$ cat src/rtl/muldiv_iter_unit_if.sv
// muldiv_iter_unit_if: request/flush/completion bundle for the shared mul/div unit.
// master = execute/writeback side, slave = the unit itself.
interface muldiv_iter_unit_if #(
  parameter int XLEN       = 32,
  parameter int HART_ID_W  = 2,
  parameter int REG_ADDR_W = 5
);
  logic                  muldiv_req_valid;
  logic [2:0]            muldiv_op;
  logic [XLEN-1:0]       muldiv_a;
  logic [XLEN-1:0]       muldiv_b;
  logic [HART_ID_W-1:0]  muldiv_hart_id;
  logic [REG_ADDR_W-1:0] muldiv_rd;
  logic                  muldiv_flush_valid;
  logic [HART_ID_W-1:0]  muldiv_flush_hart_id;
  logic                  muldiv_busy;
  logic                  muldiv_done;
  logic [XLEN-1:0]       muldiv_result;
  logic [HART_ID_W-1:0]  muldiv_done_hart_id;
  logic [REG_ADDR_W-1:0] muldiv_done_rd;

  modport master (
    output muldiv_req_valid, muldiv_op, muldiv_a, muldiv_b,
    output muldiv_hart_id, muldiv_rd,
    output muldiv_flush_valid, muldiv_flush_hart_id,
    input  muldiv_busy, muldiv_done, muldiv_result,
    input  muldiv_done_hart_id, muldiv_done_rd
  );

  modport slave (
    input  muldiv_req_valid, muldiv_op, muldiv_a, muldiv_b,
    input  muldiv_hart_id, muldiv_rd,
    input  muldiv_flush_valid, muldiv_flush_hart_id,
    output muldiv_busy, muldiv_done, muldiv_result,
    output muldiv_done_hart_id, muldiv_done_rd
  );
endinterface

$ cat src/rtl/muldiv_iter_unit.sv
// muldiv_iter_unit: shared radix-2 RV32M/RV64M mul/div with per-hart flush.
// Define MULDIV_EARLY_OUT_EN to let trivial operands skip the iteration loop.
module muldiv_iter_unit #(
  parameter int XLEN       = 32,
  parameter int HART_ID_W  = 2,
  parameter int REG_ADDR_W = 5
) (
  input logic               clk,
  input logic               rst,
  muldiv_iter_unit_if.slave bus
);
  localparam int CW = $clog2(XLEN + 1);
  localparam logic [XLEN-1:0] MIN_NEG = {1'b1, {(XLEN-1){1'b0}}};

  typedef enum logic [1:0] {IDLE, CALC, FIX, DONE} state_t;

  state_t                state_q, state_d;
  logic [CW-1:0]         cnt_q, cnt_d;
  logic [2:0]            op_q, op_d;
  logic [XLEN-1:0]       a_q, a_d;
  logic [XLEN-1:0]       hi_q, hi_d;
  logic [XLEN-1:0]       lo_q, lo_d;
  logic [XLEN-1:0]       dvs_q, dvs_d;
  logic                  neg_q, neg_d;
  logic                  dz_q, dz_d;
  logic                  ovf_q, ovf_d;
  logic                  mz_q, mz_d;
  logic [HART_ID_W-1:0]  hart_q, hart_d;
  logic [REG_ADDR_W-1:0] rd_q, rd_d;
  logic                  busy_q, busy_d;
  logic                  done_q, done_d;
  logic [XLEN-1:0]       result_q, result_d;
  logic [HART_ID_W-1:0]  done_hart_q, done_hart_d;
  logic [REG_ADDR_W-1:0] done_rd_q, done_rd_d;

  logic                  a_sgn, b_sgn, sa, sb;
  logic                  req_div, req_dz, req_ovf, req_mz;
  logic                  accept, flush_hit, early;
  logic [XLEN-1:0]       abs_a, abs_b;
  logic [XLEN:0]         sum_mul, rem_sh;
  logic [XLEN-1:0]       rem_sub;
  logic                  rem_ge;
  logic [2*XLEN-1:0]     prod, prod_f;
  logic [XLEN-1:0]       quo_f, rem_f, res_f;

  always_comb begin
    a_sgn = 1'b0;
    b_sgn = 1'b0;
    unique case (1'b1)
      bus.muldiv_op == 3'd1,
      bus.muldiv_op == 3'd4,
      bus.muldiv_op == 3'd6: begin
        a_sgn = 1'b1;
        b_sgn = 1'b1;
      end
      bus.muldiv_op == 3'd2: a_sgn = 1'b1;
      default: ;
    endcase
  end

  assign sa      = a_sgn & bus.muldiv_a[XLEN-1];
  assign sb      = b_sgn & bus.muldiv_b[XLEN-1];
  assign abs_a   = sa ? -bus.muldiv_a : bus.muldiv_a;
  assign abs_b   = sb ? -bus.muldiv_b : bus.muldiv_b;
  assign req_div = bus.muldiv_op[2];
  assign req_dz  = req_div && (bus.muldiv_b == '0);
  assign req_ovf = req_div && !bus.muldiv_op[0]
                && (bus.muldiv_a == MIN_NEG)
                && (bus.muldiv_b == '1);
  assign req_mz  = !req_div
                && ((bus.muldiv_a == '0) || (bus.muldiv_b == '0));

`ifdef MULDIV_EARLY_OUT_EN
  assign early = req_dz | req_ovf | req_mz;
`else
  assign early = 1'b0;
`endif

  // A same-hart flush in the request cycle drops the request.
  assign accept = ((state_q == IDLE) || (state_q == DONE))
               && bus.muldiv_req_valid
               && !(bus.muldiv_flush_valid
                    && (bus.muldiv_flush_hart_id == bus.muldiv_hart_id));

  assign flush_hit = bus.muldiv_flush_valid
                  && (bus.muldiv_flush_hart_id == hart_q);

  // One iteration: shift-add for mul, restoring step for div.
  assign sum_mul = {1'b0, hi_q} + {1'b0, (lo_q[0] ? dvs_q : '0)};
  assign rem_sh  = {hi_q, lo_q[XLEN-1]};
  assign rem_ge  = rem_sh >= {1'b0, dvs_q};
  assign rem_sub = rem_sh[XLEN-1:0] - dvs_q;

  assign prod   = {hi_q, lo_q};
  assign prod_f = neg_q ? -prod : prod;
  assign quo_f  = neg_q ? -lo_q : lo_q;
  assign rem_f  = neg_q ? -hi_q : hi_q;

  always_comb begin
    if (dz_q)
      res_f = op_q[1] ? a_q : '1;
    else if (ovf_q)
      res_f = op_q[1] ? '0 : a_q;
    else if (mz_q)
      res_f = '0;
    else if (!op_q[2] && (op_q[1:0] == 2'd0))
      res_f = prod_f[XLEN-1:0];
    else if (!op_q[2])
      res_f = prod_f[2*XLEN-1:XLEN];
    else if (op_q[1])
      res_f = rem_f;
    else
      res_f = quo_f;
  end

  always_comb begin
    state_d     = state_q;
    cnt_d       = cnt_q;
    op_d        = op_q;
    a_d         = a_q;
    hi_d        = hi_q;
    lo_d        = lo_q;
    dvs_d       = dvs_q;
    neg_d       = neg_q;
    dz_d        = dz_q;
    ovf_d       = ovf_q;
    mz_d        = mz_q;
    hart_d      = hart_q;
    rd_d        = rd_q;
    busy_d      = busy_q;
    done_d      = 1'b0;
    result_d    = result_q;
    done_hart_d = done_hart_q;
    done_rd_d   = done_rd_q;
    unique case (state_q)
      IDLE, DONE: begin
        state_d = IDLE;
        busy_d  = 1'b0;
        if (accept) begin
          state_d = early ? FIX : CALC;
          busy_d  = 1'b1;
          cnt_d   = CW'(XLEN);
          op_d    = bus.muldiv_op;
          a_d     = bus.muldiv_a;
          hart_d  = bus.muldiv_hart_id;
          rd_d    = bus.muldiv_rd;
          hi_d    = '0;
          lo_d    = req_div ? abs_a : abs_b;
          dvs_d   = req_div ? abs_b : abs_a;
          neg_d   = (req_div && bus.muldiv_op[1]) ? sa : (sa ^ sb);
          dz_d    = req_dz;
          ovf_d   = req_ovf;
          mz_d    = req_mz;
        end
      end
      CALC: begin
        if (flush_hit) begin
          state_d = IDLE;
          busy_d  = 1'b0;
        end else begin
          cnt_d = cnt_q - CW'(1);
          if (op_q[2]) begin
            hi_d = rem_ge ? rem_sub : rem_sh[XLEN-1:0];
            lo_d = {lo_q[XLEN-2:0], rem_ge};
          end else begin
            hi_d = sum_mul[XLEN:1];
            lo_d = {sum_mul[0], lo_q[XLEN-1:1]};
          end
          if (cnt_q == CW'(1))
            state_d = FIX;
        end
      end
      FIX: begin
        busy_d = 1'b0;
        if (flush_hit) begin
          state_d = IDLE;
        end else begin
          state_d     = DONE;
          done_d      = 1'b1;
          result_d    = res_f;
          done_hart_d = hart_q;
          done_rd_d   = rd_q;
        end
      end
      default: begin
        state_d = IDLE;
        busy_d  = 1'b0;
      end
    endcase
  end

  always_ff @(posedge clk) begin
    if (rst) begin
      state_q     <= IDLE;
      cnt_q       <= '0;
      op_q        <= '0;
      a_q         <= '0;
      hi_q        <= '0;
      lo_q        <= '0;
      dvs_q       <= '0;
      neg_q       <= 1'b0;
      dz_q        <= 1'b0;
      ovf_q       <= 1'b0;
      mz_q        <= 1'b0;
      hart_q      <= '0;
      rd_q        <= '0;
      busy_q      <= 1'b0;
      done_q      <= 1'b0;
      result_q    <= '0;
      done_hart_q <= '0;
      done_rd_q   <= '0;
    end else begin
      state_q     <= state_d;
      cnt_q       <= cnt_d;
      op_q        <= op_d;
      a_q         <= a_d;
      hi_q        <= hi_d;
      lo_q        <= lo_d;
      dvs_q       <= dvs_d;
      neg_q       <= neg_d;
      dz_q        <= dz_d;
      ovf_q       <= ovf_d;
      mz_q        <= mz_d;
      hart_q      <= hart_d;
      rd_q        <= rd_d;
      busy_q      <= busy_d;
      done_q      <= done_d;
      result_q    <= result_d;
      done_hart_q <= done_hart_d;
      done_rd_q   <= done_rd_d;
    end
  end

  assign bus.muldiv_busy         = busy_q;
  assign bus.muldiv_done         = done_q;
  assign bus.muldiv_result       = result_q;
  assign bus.muldiv_done_hart_id = done_hart_q;
  assign bus.muldiv_done_rd      = done_rd_q;
endmodule

$ cat src/flat_wrapper.sv
// flat-port wrapper written by rule: the top's interface ports become plain ports
module muldiv_iter_unit_flat 
#(
  parameter int XLEN       = 32,
  parameter int HART_ID_W  = 2,
  parameter int REG_ADDR_W = 5
)
  (clk, rst, bus_muldiv_req_valid, bus_muldiv_op, bus_muldiv_a, bus_muldiv_b, bus_muldiv_hart_id, bus_muldiv_rd, bus_muldiv_flush_valid, bus_muldiv_flush_hart_id, bus_muldiv_busy, bus_muldiv_done, bus_muldiv_result, bus_muldiv_done_hart_id, bus_muldiv_done_rd);
  muldiv_iter_unit_if #(.XLEN(XLEN), .HART_ID_W(HART_ID_W), .REG_ADDR_W(REG_ADDR_W)) bus_i ();
  input logic clk;
  input logic rst;
  input wire logic [$bits(bus_i.muldiv_req_valid)-1:0] bus_muldiv_req_valid;
  input wire logic [$bits(bus_i.muldiv_op)-1:0] bus_muldiv_op;
  input wire logic [$bits(bus_i.muldiv_a)-1:0] bus_muldiv_a;
  input wire logic [$bits(bus_i.muldiv_b)-1:0] bus_muldiv_b;
  input wire logic [$bits(bus_i.muldiv_hart_id)-1:0] bus_muldiv_hart_id;
  input wire logic [$bits(bus_i.muldiv_rd)-1:0] bus_muldiv_rd;
  input wire logic [$bits(bus_i.muldiv_flush_valid)-1:0] bus_muldiv_flush_valid;
  input wire logic [$bits(bus_i.muldiv_flush_hart_id)-1:0] bus_muldiv_flush_hart_id;
  output wire logic [$bits(bus_i.muldiv_busy)-1:0] bus_muldiv_busy;
  output wire logic [$bits(bus_i.muldiv_done)-1:0] bus_muldiv_done;
  output wire logic [$bits(bus_i.muldiv_result)-1:0] bus_muldiv_result;
  output wire logic [$bits(bus_i.muldiv_done_hart_id)-1:0] bus_muldiv_done_hart_id;
  output wire logic [$bits(bus_i.muldiv_done_rd)-1:0] bus_muldiv_done_rd;
  assign bus_i.muldiv_req_valid = bus_muldiv_req_valid;
  assign bus_i.muldiv_op = bus_muldiv_op;
  assign bus_i.muldiv_a = bus_muldiv_a;
  assign bus_i.muldiv_b = bus_muldiv_b;
  assign bus_i.muldiv_hart_id = bus_muldiv_hart_id;
  assign bus_i.muldiv_rd = bus_muldiv_rd;
  assign bus_i.muldiv_flush_valid = bus_muldiv_flush_valid;
  assign bus_i.muldiv_flush_hart_id = bus_muldiv_flush_hart_id;
  assign bus_muldiv_busy = bus_i.muldiv_busy;
  assign bus_muldiv_done = bus_i.muldiv_done;
  assign bus_muldiv_result = bus_i.muldiv_result;
  assign bus_muldiv_done_hart_id = bus_i.muldiv_done_hart_id;
  assign bus_muldiv_done_rd = bus_i.muldiv_done_rd;
  muldiv_iter_unit #(.XLEN(XLEN), .HART_ID_W(HART_ID_W), .REG_ADDR_W(REG_ADDR_W)) u_core (.clk(clk), .rst(rst), .bus(bus_i));
endmodule
$ cat config.mk
export PLATFORM = sky130hd
export DESIGN_NAME = muldiv_iter_unit_flat
export DESIGN_NICKNAME = d
export VERILOG_FILES = /design/src/rtl/muldiv_iter_unit_if.sv /design/src/rtl/muldiv_iter_unit.sv /design/src/flat_wrapper.sv
export SDC_FILE = /design/constraint.sdc
export NUM_CORES = 1
export LEC_CHECK = 0
export BUFFER_PORTS_ARGS = -buffer_cell sky130_fd_sc_hd__buf_4
export CAP_MARGIN = 10
export CORE_ASPECT_RATIO = 0.75
export CORE_MARGIN = 2
export CORE_UTILIZATION = 42
export DETAILED_ROUTE_END_ITERATION = 7
export GPL_TIMING_DRIVEN = 0
export MAX_ROUTING_LAYER = met4
export PLACE_DENSITY = 0.7
export SYNTH_ARGS = -nofsm -noshare
export SYNTH_HDL_FRONTEND = slang
export SYNTH_SLANG_ARGS = --single-unit
$ cat constraint.sdc
create_clock -name clk -period 10.8 [get_ports clk]
set_clock_uncertainty 0.2 [all_clocks]
set_input_delay 2.16 -clock clk [delete_from_list [all_inputs] [get_ports clk]]
set_output_delay 2.16 -clock clk [all_outputs]
set_load 0.005 [all_outputs]
==> flow_summary.ini <==
[sta]
worst_slew_pin_slew_ns = 1.21
post_route_setup_tns_ns = 0
max_clock_freq_mhz = 186
finalCritPeriodShare_pct = 49.7
worst_slack_ns = 5.44
rsz0062_at_grt = false
min_period_ns = 5.36
fin_hold_ws_ns = 0.256
finalMaxSlewViolations = 0
finalHoldViolations = 0
max-slew-margin-rel_pct = 18.8
final_report_setup_violation_count = 0

[route]
totalWireLength_mm = 76.4
via_count = 19100
vias_per_cell = 6.41
wire_per_inst_um = 25.6
detail_route.iter0.violations = 2640
ant_nets = 0
drc_errors = 0
detailedRoute.firstPassIterationCount = 6

[cts]
number_of_buffers_added_by_the_clock_tree_synthesis_step = 17
clk_path_buf_depth = 2
number_of_sinks_driven_by_the_clock_tree = 191
post_cts.repair.setup_buffers = 0
clkLatencyLatePin_ns = 0.47
worst_setup_hold_path_clk_slew_ns = 0.09
htreeDepth = 4
ctsResizeCount = 0
cts_root_buf = sky130_fd_sc_hd__clkbuf_16
tritoncts_clock_tree = built
cts-hold-fix-buffers = 0

[synth]
synth_edf_count = 0
synth_largest_area_cell = sky130_fd_sc_hd__dfxtp_1
netlist.area_leader.share_pct = 23.4
syn_nets = 2472
avgSynthCellArea_um2 = 7.04
synth.cells.most_frequent = sky130_fd_sc_hd__nand2_1 (297), sky130_fd_sc_hd__a21oi_1 (260), sky130_fd_sc_hd__nor2_1 (239)
postSynthRegisterBits = 191
synth_area_leaders = sky130_fd_sc_hd__dfxtp_1 (23%), sky130_fd_sc_hd__a21oi_1 (8.0%), sky130_fd_sc_hd__nand2_1 (6.8%), sky130_fd_sc_hd__ha_1 (5.7%), sky130_fd_sc_hd__nor2_1 (5.5%)
synth_warn = 0
cell_area_after_technology_mapping_um2 = 16300
synthFlopType = sky130_fd_sc_hd__dfxtp_1
async_reset_ff_share_pct = 0
syn-instance-count = 2316
synth.distinct_cells = 79
yosysSeqAreaShare_pct = 23.4
post-synth-top-count-cell = sky130_fd_sc_hd__nand2_1

[pwr]
ir_worst_vdd_mv = 0.124
power.static_leakage_nw = 7.22
switch_share_pct = 44.8
pwr_density_cell_nw_per_um2 = 144
power.share.clock_pct = 26.5
cell_internal_pwr_w = 0.00147
power.total_w = 0.00266
power_frac_seq_pct = 32.0
power.net_switching_w = 0.00119
p_comb_share_pct = 41.5

[critical_path]
worst_ep_arrival_time_ns = 5.56
cpMostUsedCell = sky130_fd_sc_hd__clkbuf_1
timing.critical_path.from_type = input pin
setup.reg_to_reg.worst_slack_ns = 6.03
cp_data_required_time_ns = 11.00
critical_path_class = input pin to flop
worstPathCellList = buf_4 > xnor2_1 > nand3_1 > o2111a_1 > nor2b_1 > clkbuf_1 > and2_1 > clkbuf_1 > clkbuf_1 > a22oi_1 > o21ai_0
timing.critical_path.fanout_max = 10
cp_top_family = buffers and inverters
worst_path_max_delay_cell = sky130_fd_sc_hd__clkbuf_1
setup.worst_path.end_class = flop
critical_path.max_stage_delay_ns = 0.66
worstPathBufferInverterCount = 4

[global_routing]
grt_max_degree = 22
globalRouteOverflowTotal = 0
antenna_found_initial = 2
first_global_vias = 16800
grt.total_usage_pct = 37.9
grt_first_pass_wirelength_mm = 112

[run_status]
status = finished, final reports clean

[placement]
dp_hpwl_mm = 61.5
gp_congestion = 1.08
portBuffers = 118
preCtsSetupSlack_ns = 5.13

[cells_and_area]
area_growth_pct = 13.4
finish.net_count = 2611
final_layout_size_suffix_gt1_share_pct = 7.74

[floorplanning]
dieWidth_um = 232
floorplan.rows = 62
design.portCount = 121
die_area_um2 = 40400
floorplan.die.height_um = 175
floorplan.core_area_um2 = 38300
starting_density_of_the_core_pct = 42.6

[hold_path]
hold_path_class = flop to flop

[flow_run]
max_cap_violations = 0
## kinds of logic after synthesis
group	count (synthesis)	share of synthesized area (%)
compound gates	757	29.2
xor+xnor	176	9.50
fa+ha+maj	76	5.92
buf+inv	254	5.94
flops	191	23.4
mux	60	3.80
simple gates	802	22.2
## power groups by stage
| stage | Combinational [W] | Clock (W) | Sequential [W] |
|---|---|---|---|
| floorplan | 0.000675 | 0 | 0.000830 |
| global placement | 0.00105 | 0 | 0.000859 |
| detailed placement | 0.00105 | 0 | 0.000862 |
| CTS | 0.00106 | 0.000704 | 0.000846 |
| global route | 0.00117 | 0.000734 | 0.000856 |
| finish | 0.00110 | 0.000706 | 0.000851 |
## registers in the layout, summed over array words and instances, names as in the netlist
register,flops
u_core.a_q,32
u_core.bus.muldiv_busy,1
u_core.bus.muldiv_done,1
u_core.bus.muldiv_done_hart_id,2
u_core.bus.muldiv_done_rd,5
u_core.bus.muldiv_result,32
u_core.cnt_q,6
u_core.dvs_q,32
u_core.dz_q,1
u_core.hart_q,2
u_core.hi_q,32
u_core.lo_q,32
u_core.mz_q,1
u_core.neg_q,1
u_core.op_q,3
u_core.ovf_q,1
u_core.rd_q,5
u_core.state_q,2
## worst paths after layout
path / from / end / depth (start not counted)
worst min-delay path: u_core.dvs_q[16]$_SDFFE_PP0P_ / u_core.dvs_q[16]$_SDFFE_PP0P_ / 2
worst max-delay path: bus_muldiv_flush_hart_id[1] / u_core.hi_q[23]$_SDFFE_PP0P_ / 11
worst min register to register: u_core.dvs_q[16]$_SDFFE_PP0P_ / u_core.dvs_q[16]$_SDFFE_PP0P_ / 2
worst max register to register: u_core.lo_q[0]$_SDFFE_PP0P_ / u_core.hi_q[29]$_SDFFE_PP0P_ / 13
## per-stage QoR
step                instances  util (%)  instance area [um2]
floorplan                2316         -                16300
global placement         2946      46.5                17800
detailed placement       2947      46.6                17800
CTS                      2979      48.3                18500
global route             2981      48.3                18500
finish                   2981      48.3                18500
## worst register-to-register path, delay by kind of cell (launching register included)
family	cells	cell delay [ns]
flip-flops	1	0.41
adder cells (fa/ha/maj)	1	0.40
AND/OR/NAND/NOR	2	0.25
buffers and inverters	2	0.75
AO/OA/AOI/OAI	7	2.54
XOR/XNOR	1	0.12
## final cells by class
type | count | area [um2]
fill | 3982 | 19800
multi-input combinational | 1871 | 11500
sequential | 191 | 3820
timing repair buffer | 120 | 898
buffer | 171 | 657
tap | 512 | 641
clock buffer | 17 | 425
inverter | 83 | 312
clock inverter | 15 | 220
antenna | 1 | 2.50
## placed cells by master (no fill, tap or decap), types with 37 or more instances in the layout
cell                       count
sky130_fd_sc_hd__nor2_1      239
sky130_fd_sc_hd__xor2_1       82
sky130_fd_sc_hd__clkbuf_1    155
sky130_fd_sc_hd__a21o_1       37
sky130_fd_sc_hd__nor3_1       66
sky130_fd_sc_hd__xnor2_1      93
sky130_fd_sc_hd__mux2i_1      45
sky130_fd_sc_hd__inv_1        80
sky130_fd_sc_hd__nand2_1     297
sky130_fd_sc_hd__a21oi_1     260
sky130_fd_sc_hd__ha_1         74
sky130_fd_sc_hd__o21ai_0     155
sky130_fd_sc_hd__a211oi_1     58
sky130_fd_sc_hd__o211ai_1     47
sky130_fd_sc_hd__dfxtp_1     191
sky130_fd_sc_hd__buf_4       119
## metal layers
metal  wire length [um]  part of all wire [%]  global-route usage, %  vias to the layer above
met1              35300                    46                   57.4                     9232
met4               1890                   2.5                   9.19                        0
met3               9100                    12                   7.67                      114
li1                   -                     -                      -                     8639
met2              30100                    39                   50.3                     1111
met5                  0                     0                      -                        -
No activity file was read; power rests on OpenSTA's default activity.
